--- src/rtl/snake_pkg.sv ---
// Shared command encodings and default timing constants for the game input stage.
package snake_pkg;

   typedef logic [1:0] ctrl_t;

   localparam ctrl_t CTRL_KEY0 = 2'b00;
   localparam ctrl_t CTRL_KEY1 = 2'b01;
   localparam ctrl_t CTRL_KEY2 = 2'b10;
   localparam ctrl_t CTRL_NONE = 2'b11;

   localparam int unsigned DEFAULT_DEBOUNCE_CYCLES = 500000;
   localparam int unsigned DEFAULT_FIFO_DEPTH      = 4;
   localparam int unsigned DEFAULT_REPEAT_CYCLES   = 25000000;

endpackage

--- src/rtl/key_debouncer.sv ---
// One raw active-low key: 2-flop synchronizer, debounce counter, stable level, press pulse.
// Optional auto-repeat counter under `KEY_REPEAT_EN.
module key_debouncer
   import snake_pkg::*;
#(
   parameter int unsigned DEBOUNCE_CYCLES = DEFAULT_DEBOUNCE_CYCLES,
   parameter int unsigned REPEAT_CYCLES   = DEFAULT_REPEAT_CYCLES
) (
   input  logic OSC_50,
   input  logic rst,
   input  logic key_n_i,
   output logic level_o,
   output logic press_o
);

   localparam int unsigned CW = (DEBOUNCE_CYCLES > 1) ? $clog2(DEBOUNCE_CYCLES) : 1;

   logic [1:0]    sync_q;
   logic [CW-1:0] cnt_q, cnt_d;
   logic          level_q, level_d;
   logic          press_q, press_d;
   logic          raw_pressed;

   assign raw_pressed = ~sync_q[1];

`ifdef KEY_REPEAT_EN
   localparam int unsigned RW = (REPEAT_CYCLES > 1) ? $clog2(REPEAT_CYCLES) : 1;
   logic [RW-1:0] rep_q, rep_d;
`else
   logic rep_unused;
   assign rep_unused = (REPEAT_CYCLES != 0);
`endif

   always_comb begin
      cnt_d   = '0;
      level_d = level_q;
      press_d = 1'b0;
      if (raw_pressed != level_q) begin
         if (cnt_q == CW'(DEBOUNCE_CYCLES - 1)) begin
            level_d = raw_pressed;
            press_d = raw_pressed;
         end else begin
            cnt_d = cnt_q + 1'b1;
         end
      end
`ifdef KEY_REPEAT_EN
      // Period counts from the edge where the stable level went pressed.
      rep_d = '0;
      if (level_q) begin
         if (rep_q == RW'(REPEAT_CYCLES - 1)) begin
            press_d = 1'b1;
         end else begin
            rep_d = rep_q + 1'b1;
         end
      end
`endif
   end

   always_ff @(posedge OSC_50 or posedge rst) begin
      if (rst) begin
         sync_q  <= 2'b11;
         cnt_q   <= '0;
         level_q <= 1'b0;
         press_q <= 1'b0;
`ifdef KEY_REPEAT_EN
         rep_q   <= '0;
`endif
      end else begin
         sync_q  <= {sync_q[0], key_n_i};
         cnt_q   <= cnt_d;
         level_q <= level_d;
         press_q <= press_d;
`ifdef KEY_REPEAT_EN
         rep_q   <= rep_d;
`endif
      end
   end

   assign level_o = level_q;
   assign press_o = press_q;

endmodule

--- src/rtl/turn_command_buffer.sv ---
// Debounced keys -> priority-encoded turn commands -> FIFO released one per game tick.
// Auto-repeat of held keys is enabled with `KEY_REPEAT_EN.
module turn_command_buffer
   import snake_pkg::*;
#(
   parameter int unsigned DEBOUNCE_CYCLES = DEFAULT_DEBOUNCE_CYCLES,
   parameter int unsigned FIFO_DEPTH      = DEFAULT_FIFO_DEPTH,
   parameter int unsigned REPEAT_CYCLES   = DEFAULT_REPEAT_CYCLES
) (
   input  logic                        OSC_50,
   input  logic                        rst,
   input  logic [2:0]                  key_n,
   input  logic                        tick,
   output ctrl_t                       control,
   output logic [$clog2(FIFO_DEPTH):0] fifo_level,
   output logic                        overflow,
   output logic [2:0]                  key_level
);

   localparam int unsigned AW = $clog2(FIFO_DEPTH);
   localparam int unsigned LW = AW + 1;

   logic [2:0] press;

   for (genvar i = 0; i < 3; i++) begin : g_key
      key_debouncer #(
         .DEBOUNCE_CYCLES (DEBOUNCE_CYCLES),
         .REPEAT_CYCLES   (REPEAT_CYCLES)
      ) u_deb (
         .OSC_50  (OSC_50),
         .rst     (rst),
         .key_n_i (key_n[i]),
         .level_o (key_level[i]),
         .press_o (press[i])
      );
   end

   ctrl_t          mem_q [FIFO_DEPTH];
   logic [AW-1:0]  wr_q, wr_d, rd_q, rd_d;
   logic [LW-1:0]  level_q, level_d;
   ctrl_t          control_q, control_d;
   logic           ovf_q, ovf_d;
   ctrl_t          push_code;
   logic           push, push_ok, pop, empty, full, collision;

   always_comb begin
      push_code = CTRL_NONE;
      if (press[0])      push_code = CTRL_KEY0;
      else if (press[1]) push_code = CTRL_KEY1;
      else if (press[2]) push_code = CTRL_KEY2;
      push      = |press;
      collision = (press & (press - 3'd1)) != 3'd0;
      empty     = (level_q == '0);
      full      = (level_q == LW'(FIFO_DEPTH));
      // A pop is resolved before the push, so a full FIFO still accepts on a tick.
      pop       = tick && !empty;
      push_ok   = push && (!full || pop);

      control_d = control_q;
      if (tick) control_d = empty ? CTRL_NONE : mem_q[rd_q];

      wr_d    = push_ok ? wr_q + 1'b1 : wr_q;
      rd_d    = pop ? rd_q + 1'b1 : rd_q;
      level_d = level_q;
      if (push_ok && !pop)      level_d = level_q + 1'b1;
      else if (!push_ok && pop) level_d = level_q - 1'b1;

      ovf_d = ovf_q | collision | (push && !push_ok);
   end

   always_ff @(posedge OSC_50) begin
      if (push_ok) mem_q[wr_q] <= push_code;
   end

   always_ff @(posedge OSC_50 or posedge rst) begin
      if (rst) begin
         wr_q      <= '0;
         rd_q      <= '0;
         level_q   <= '0;
         control_q <= CTRL_NONE;
         ovf_q     <= 1'b0;
      end else begin
         wr_q      <= wr_d;
         rd_q      <= rd_d;
         level_q   <= level_d;
         control_q <= control_d;
         ovf_q     <= ovf_d;
      end
   end

   assign control    = control_q;
   assign fifo_level = level_q;
   assign overflow   = ovf_q;

endmodule

--- config.mk ---
export PLATFORM = sky130hd
export DESIGN_NAME = turn_command_buffer
export DESIGN_NICKNAME = d
export VERILOG_FILES = /design/src/rtl/snake_pkg.sv /design/src/rtl/key_debouncer.sv /design/src/rtl/turn_command_buffer.sv
export SDC_FILE = /design/constraint.sdc
export NUM_CORES = 1
export LEC_CHECK = 0
export ABC_AREA = 1
export CAP_MARGIN = 20
export CELL_PAD_IN_SITES_DETAIL_PLACEMENT = 0
export CELL_PAD_IN_SITES_GLOBAL_PLACEMENT = 1
export CORE_ASPECT_RATIO = 1.5
export CORE_UTILIZATION = 33
export CTS_BUF_LIST = sky130_fd_sc_hd__clkbuf_16
export DETAILED_ROUTE_END_ITERATION = 12
export MAX_ROUTING_LAYER = met4
export PLACE_DENSITY = 0.6
export RECOVER_POWER = 100
export SYNTH_ARGS = -nofsm -noshare
export SYNTH_HDL_FRONTEND = slang
export SYNTH_SLANG_ARGS = --single-unit
--- constraint.sdc ---
create_clock -name OSC_50 -period 3.3 [get_ports OSC_50]
set_input_delay 0.99 -clock OSC_50 [delete_from_list [all_inputs] [get_ports OSC_50]]
set_output_delay 0.99 -clock OSC_50 [all_outputs]
set_load 0.02 [all_outputs]
Yosys cells after proc, flatten, opt, wreduce, memory -nomap -nowiden --
Memories as Yosys holds them, arrays and structs flattened. Index checks and enable logic that the tools add are counted.
Word-level totals: output and inout port bits 9, logic and storage cells 76, flip-flop bits (word level) 79, bits of input ports 6, memories 1, RAM bits 8
Memories:
- mem_q | words 4, bits a word 2, read ports 1, clocked after Yosys merged registers in 0, write ports 1, line turn_command_buffer.sv:38 | ctrl_t mem_q [FIFO_DEPTH];
Operators by class: multiplexer cells 20, reduce and logical (&&, ||, !) cells 17, bitwise logic cells 6, add/sub/neg operators 8, equal/unequal tests 7
Operators with widths (count):
- $mux 19 | 6
- $add 19x1->19 const B | 3
- $eq 19x19->1 const B | 3
- $mux 1 | 9
- $mux 2 | 3
- $mux 3 | 2
- $reduce_and 2->1 | 3
- $sub 3x1->3 const B | 2
- $logic_and 1x1->1 | 5
- $add 2x1->2 const B | 2
- $logic_not 1->1 | 4
- $add 3x1->3 const B | 1
- $and 3x3->3 | 1
- $eq 3x3->1 const B | 1
- $logic_not 3->1 | 1
- $ne 1x1->1 | 3
- $not 1->1 | 3
- $reduce_bool 3->1 | 1
- $reduce_or 3->1 | 1
- $or 1x1->1 | 2
- $reduce_bool 2->1 | 1
- $logic_or 1x1->1 | 1

Longest topological paths before layout --
depth in word-level cells 9, gate-level depth with buffers 10, depth with buffers taken out 10

By module --
Synthesis repeated with hierarchy kept, for this count alone.
Second synthesis, totals: cell total of the unflattened synthesis 568, area, all modules 4818.4 sq um
Modules (own cells, without submodules):
- key_debouncer | sequential area each 578.1 sq um, area an instance 1286.2 sq um, instances 3, cells each 156
- turn_command_buffer | sequential area each 493.0 sq um, area an instance 959.7 sq um, instances 1, cells each 100

Worst setup path before layout --
Ideal clock, no wire load.
path type input to register, start point in tick, end point reg level_q[1], in the netlist fifo_level[1], path buffers 0, data arrival time 2300 ps, data required time 3175 ps, setup time 125 ps, stages 8, slack 876 ps, cells stage by stage inv_1 > nand3_1 > nand2_1 > inv_1 > ha_1 > inv_1 > fa_1 > mux2_2
On the way: elaborated cells between the ends (all ways) 9, classes of those cells mux: 1; reduce/logical: 8
RTL lines:
- from (decl) | line turn_command_buffer.sv:13 | input logic tick,
- $logic_and 1x1->1 | line turn_command_buffer.sv:56 | pop = tick && !empty;
- $logic_or 1x1->1 | line turn_command_buffer.sv:57 | push_ok = push && (!full || pop);
- $logic_and 1x1->1 | line turn_command_buffer.sv:57
- named net push_ok | line turn_command_buffer.sv:44 | logic push, push_ok, pop, empty, full, collision;
- $logic_and 1x1->1 | line turn_command_buffer.sv:65 | if (push_ok && !pop) level_d = level_q + 1'b1;
- $mux 3 | line turn_command_buffer.sv:65
- named net level_d[1] | line turn_command_buffer.sv:40 | logic [LW-1:0] level_q, level_d;
- to (signal assigned) | line turn_command_buffer.sv:85 | level_q <= level_d;
- to (decl) | line turn_command_buffer.sv:40
The timed path passes the listed nets, and every way through them passes these cells. A chain may end at the register's enable or synchronous reset.

Worst setup path after layout --
start point in tick, end point reg level_q[1], in the netlist fifo_level[1]
On the way: elaborated cells between the ends (all ways) 9, classes of those cells mux: 1; reduce/logical: 8
RTL lines (line):
- $logic_and 1x1->1 (*) | turn_command_buffer.sv:56
- $logic_or 1x1->1 | turn_command_buffer.sv:57
- $logic_and 1x1->1 | turn_command_buffer.sv:57
- $logic_and 1x1->1 (*) | turn_command_buffer.sv:65
- $mux 3 (*) | turn_command_buffer.sv:65
- named net level_d[1] | turn_command_buffer.sv:40
The timed path passes the listed nets; every way through them passes the cells marked *.

==> flow_summary.yaml <==
critical_path:
  rrSetupSlack_ps: 1190
  r2r_start: "g_key[0].u_deb.press_o"
  crit_path_cell_trace: "dlygate4sd3_1 > inv_1 > a21oi_1 > inv_1 > ha_1 > inv_1 > fa_1 > mux2_2"
  path_class: "in -> reg"
  worst-path-max-fanout: 4
  crit_slowest_cell: "dlygate4sd3_1"
  endpoint: "fifo_level[1]"
  worstSetupEndpointType: "flip-flop"
  crit_arrival_ps: 2990
  critPathLaunch: "tick"
  r2r-end: "fifo_level[1]"
  crit_top_cell: "inv_1"
  r2r_cells: 8
  critPathMaxStageDelay_ps: 560
  cp-start-kind: "input pin"
  cp_data_required_time_ps: 3520
yosys:
  syn_area_per_cell_sq_um: 7.77
  synth-edff-count: 8
  async_reset_ff_share_pct: 90.8
  synth_most_common_cell: "nor2_1"
  ys_seq_area_share_pct: 46.8
  syn_inst: 612
  synth.top_cell.area_share_pct: 37.3
  yosys.area.top_type: "dfrtp_1"
  synth_area_leaders: "dfrtp_1 (37%), nor2_1 (13%), nand2_1 (7.7%)"
  synth_flop_cell: "dfrtp_1"
  syn_area_sq_um: 4760
  ys_warn_count: 0
  netlist_top_cells_count: "nor2_1 (161), nand2_1 (97), inv_1 (75)"
  synthesis.nets: 627
  ys_types: 32
  ys_ff_latch: 87
layout:
  area_growth_pct: 12.7
  final_cells: 835
  fillCellCount: 1538
  utilization_pct: 38.1
  ff_latch_area_sq_um: 2230
  diodes: 0
  layout.nets: 653
  layout-drive-gt1-share_pct: 8.24
  multiInputGateArea_sq_um: 2140
  final_area_sq_um: 5360
worst_hold_path:
  min_path_type: "reg -> reg"
drt:
  vias: 3775
  drc: 0
  post_drt_wl_per_cell_um: 13.3
  ant_nets: 0
  dr.pass1.iters: 4
  drt-vias-per-instance: 4.52
  first_iter_violations: 135
  wl_mm: 11.1
floorplan:
  die_width_um: 100
  core_sq_um: 14100
  ios: 15
  start_util_pct: 33.8
  row_count: 53
  die_y_um: 149
  die_area_sq_um: 14900
clock_tree:
  cts_buffers: 9
  post_cts_buffers: 0
  cts_hold_buf: 0
  clk_path_buf_depth: 2
  clockRootBuffer: "clkbuf_16"
  path_clk_slew_ps: 60
  clk_latency_ps: 340
  post_cts_resized: 0
  cts_tree: "done"
  h-tree-depth: 3
  cts_sinks: 87
placed_design:
  place.detailed.instances: 819
  place_area_sq_um: 5160
  gp_congestion: 0.797
  place_hpwl_mm: 8.53
  port_buffers: 14
pwr:
  pwr-share-seq_pct: 48.0
  p_int_uw: 1850
  combPwrFrac_pct: 10.8
  switching_share_pct: 26.6
  irDropWorstVdd_mv: 0.194
  cellPowerDensity_nw_per_um2: 469
  leakage_uw: 0.00219
  p_switching_uw: 668
  power_frac_clock_pct: 41.2
timing:
  timing.final.crit_share_pct: 83.8
  drv_slew: 0
  hold_violations: 0
  tns_ps: 0
  tightest_slew_ps: 1010
  clock_skew_ps: 10.9
  max_freq_mhz: 362
  relSlewSlack_pct: 32.1
  final-setup-viol-count: 0
  period_minus_slack_ps: 2770
  hold_slack_ps: 357
  rsz0062_at_grt: "no"
global_route:
  antenna_found_initial: 0
  grt_pass1_wl_mm: 19.1
  grt_pass1_vias: 3937
  grt_max_degree: 30
  gr-usage-all-layers_pct: 17.0
  grt_overflow: 0
status:
  status: "finished clean"
job:
  maxCapViolations: 0
cell type report:
| cell class | count | share of cell area [%] |
|---|---|---|
| clock buffer | 9 | 4.20 |
| inverter | 80 | 5.62 |
| clock inverter | 7 | 1.33 |
| timing repair buffer | 18 | 2.92 |
| multi-input combinational | 442 | 39.9 |
| sequential | 87 | 41.5 |
| tap | 192 | 4.48 |
critical path: cells and delay by family:
kind / cells / cell delay (ps)
adders and majority gates: 2 / 600
muxes: 1 / 260
AOI/OAI and AO/OA: 1 / 280
buffers and inverters: 4 / 840
cell families after synthesis:
logic type                 Yosys count  share of synthesized area, %
DFF                                 87                          46.8
muxes                                1                         0.237
adders and majority gates            9                          2.53
and+or+nand+nor                    369                          34.3
AOI/OAI and AO/OA                   38                          4.26
xor gates and xnor gates            25                          5.08
buffers and inverters               83                          6.79
how the worst min path moves through the flow:
stage | from | to | slack (ps) | depth (start not counted)
2_1_floorplan | g_key[0].u_deb.sync_q[0] | g_key[0].u_deb.sync_q[1] | 350 | 0
3_3_place_gp | g_key[1].u_deb.sync_q[0] | g_key[1].u_deb.sync_q[1] | 350 | 0
3_5_place_dp | g_key[0].u_deb.sync_q[0] | g_key[0].u_deb.sync_q[1] | 350 | 0
4_1_cts | g_key[0].u_deb.sync_q[0] | g_key[0].u_deb.sync_q[1] | 360 | 0
5_1_grt | g_key[1].u_deb.sync_q[0] | g_key[1].u_deb.sync_q[1] | 370 | 0
6_report | g_key[0].u_deb.sync_q[0] | g_key[0].u_deb.sync_q[1] | 360 | 0
per-stage QoR:
step,total power [uW],setup WS (ps)
detailed placement,1530,348
global placement,1520,358
finish,2510,535
global route,2650,383
CTS,2590,704
floorplan,1400,300
flip-flops by register name, indices dropped and copies added (netlist names):
register             flops
control                  2
fifo_level               3
g_key.u_deb.cnt_q       57
g_key.u_deb.level_o      3
g_key.u_deb.press_o      3
g_key.u_deb.sync_q       6
mem_q                    8
overflow                 1
rd_q                     2
wr_q                     2
layer usage:
layer,wire (um),vias up,GRT usage (%)
met5,0,-,-
met4,187,0,5.87
met3,225,14,2.86
met2,5820,38,30.1
met1,4880,1760,19.4
li1,-,1963,-
power groups by stage:
| stage | Clock [uW] | Combinational [uW] | Sequential (uW) |
|---|---|---|---|
| 6_report | 1040 | 271 | 1210 |
| 5_1_grt | 1120 | 312 | 1220 |
| 4_1_cts | 1080 | 301 | 1210 |
| 3_5_place_dp | 0 | 298 | 1230 |
| 3_3_place_gp | 0 | 295 | 1230 |
| 2_1_floorplan | 0 | 146 | 1250 |
cells in the final DEF (no fill, tap or decap), types with 2 or more instances in the layout:
master           n
and2_1           6
nor2_1         163
nor2_4           2
edfxtp_1         8
nor3b_1          3
dlygate4sd3_1   14
nand4_1          9
inv_6            2
inv_1           78
o21ai_1          6
ha_1             8
dfstp_2          8
nand2_1        103
nor3_1           8
dfrtp_1         71
nand3_1         49
clkbuf_16        9
xor2_1          14
nand3b_1         2
nand2_2         10
xnor2_1         11
a21oi_1         12
o211ai_1         3
o21ai_0         16
nor2_2          13
inv_2            2
clkbuf_1         3
Power figures use the tool's default switching activity.
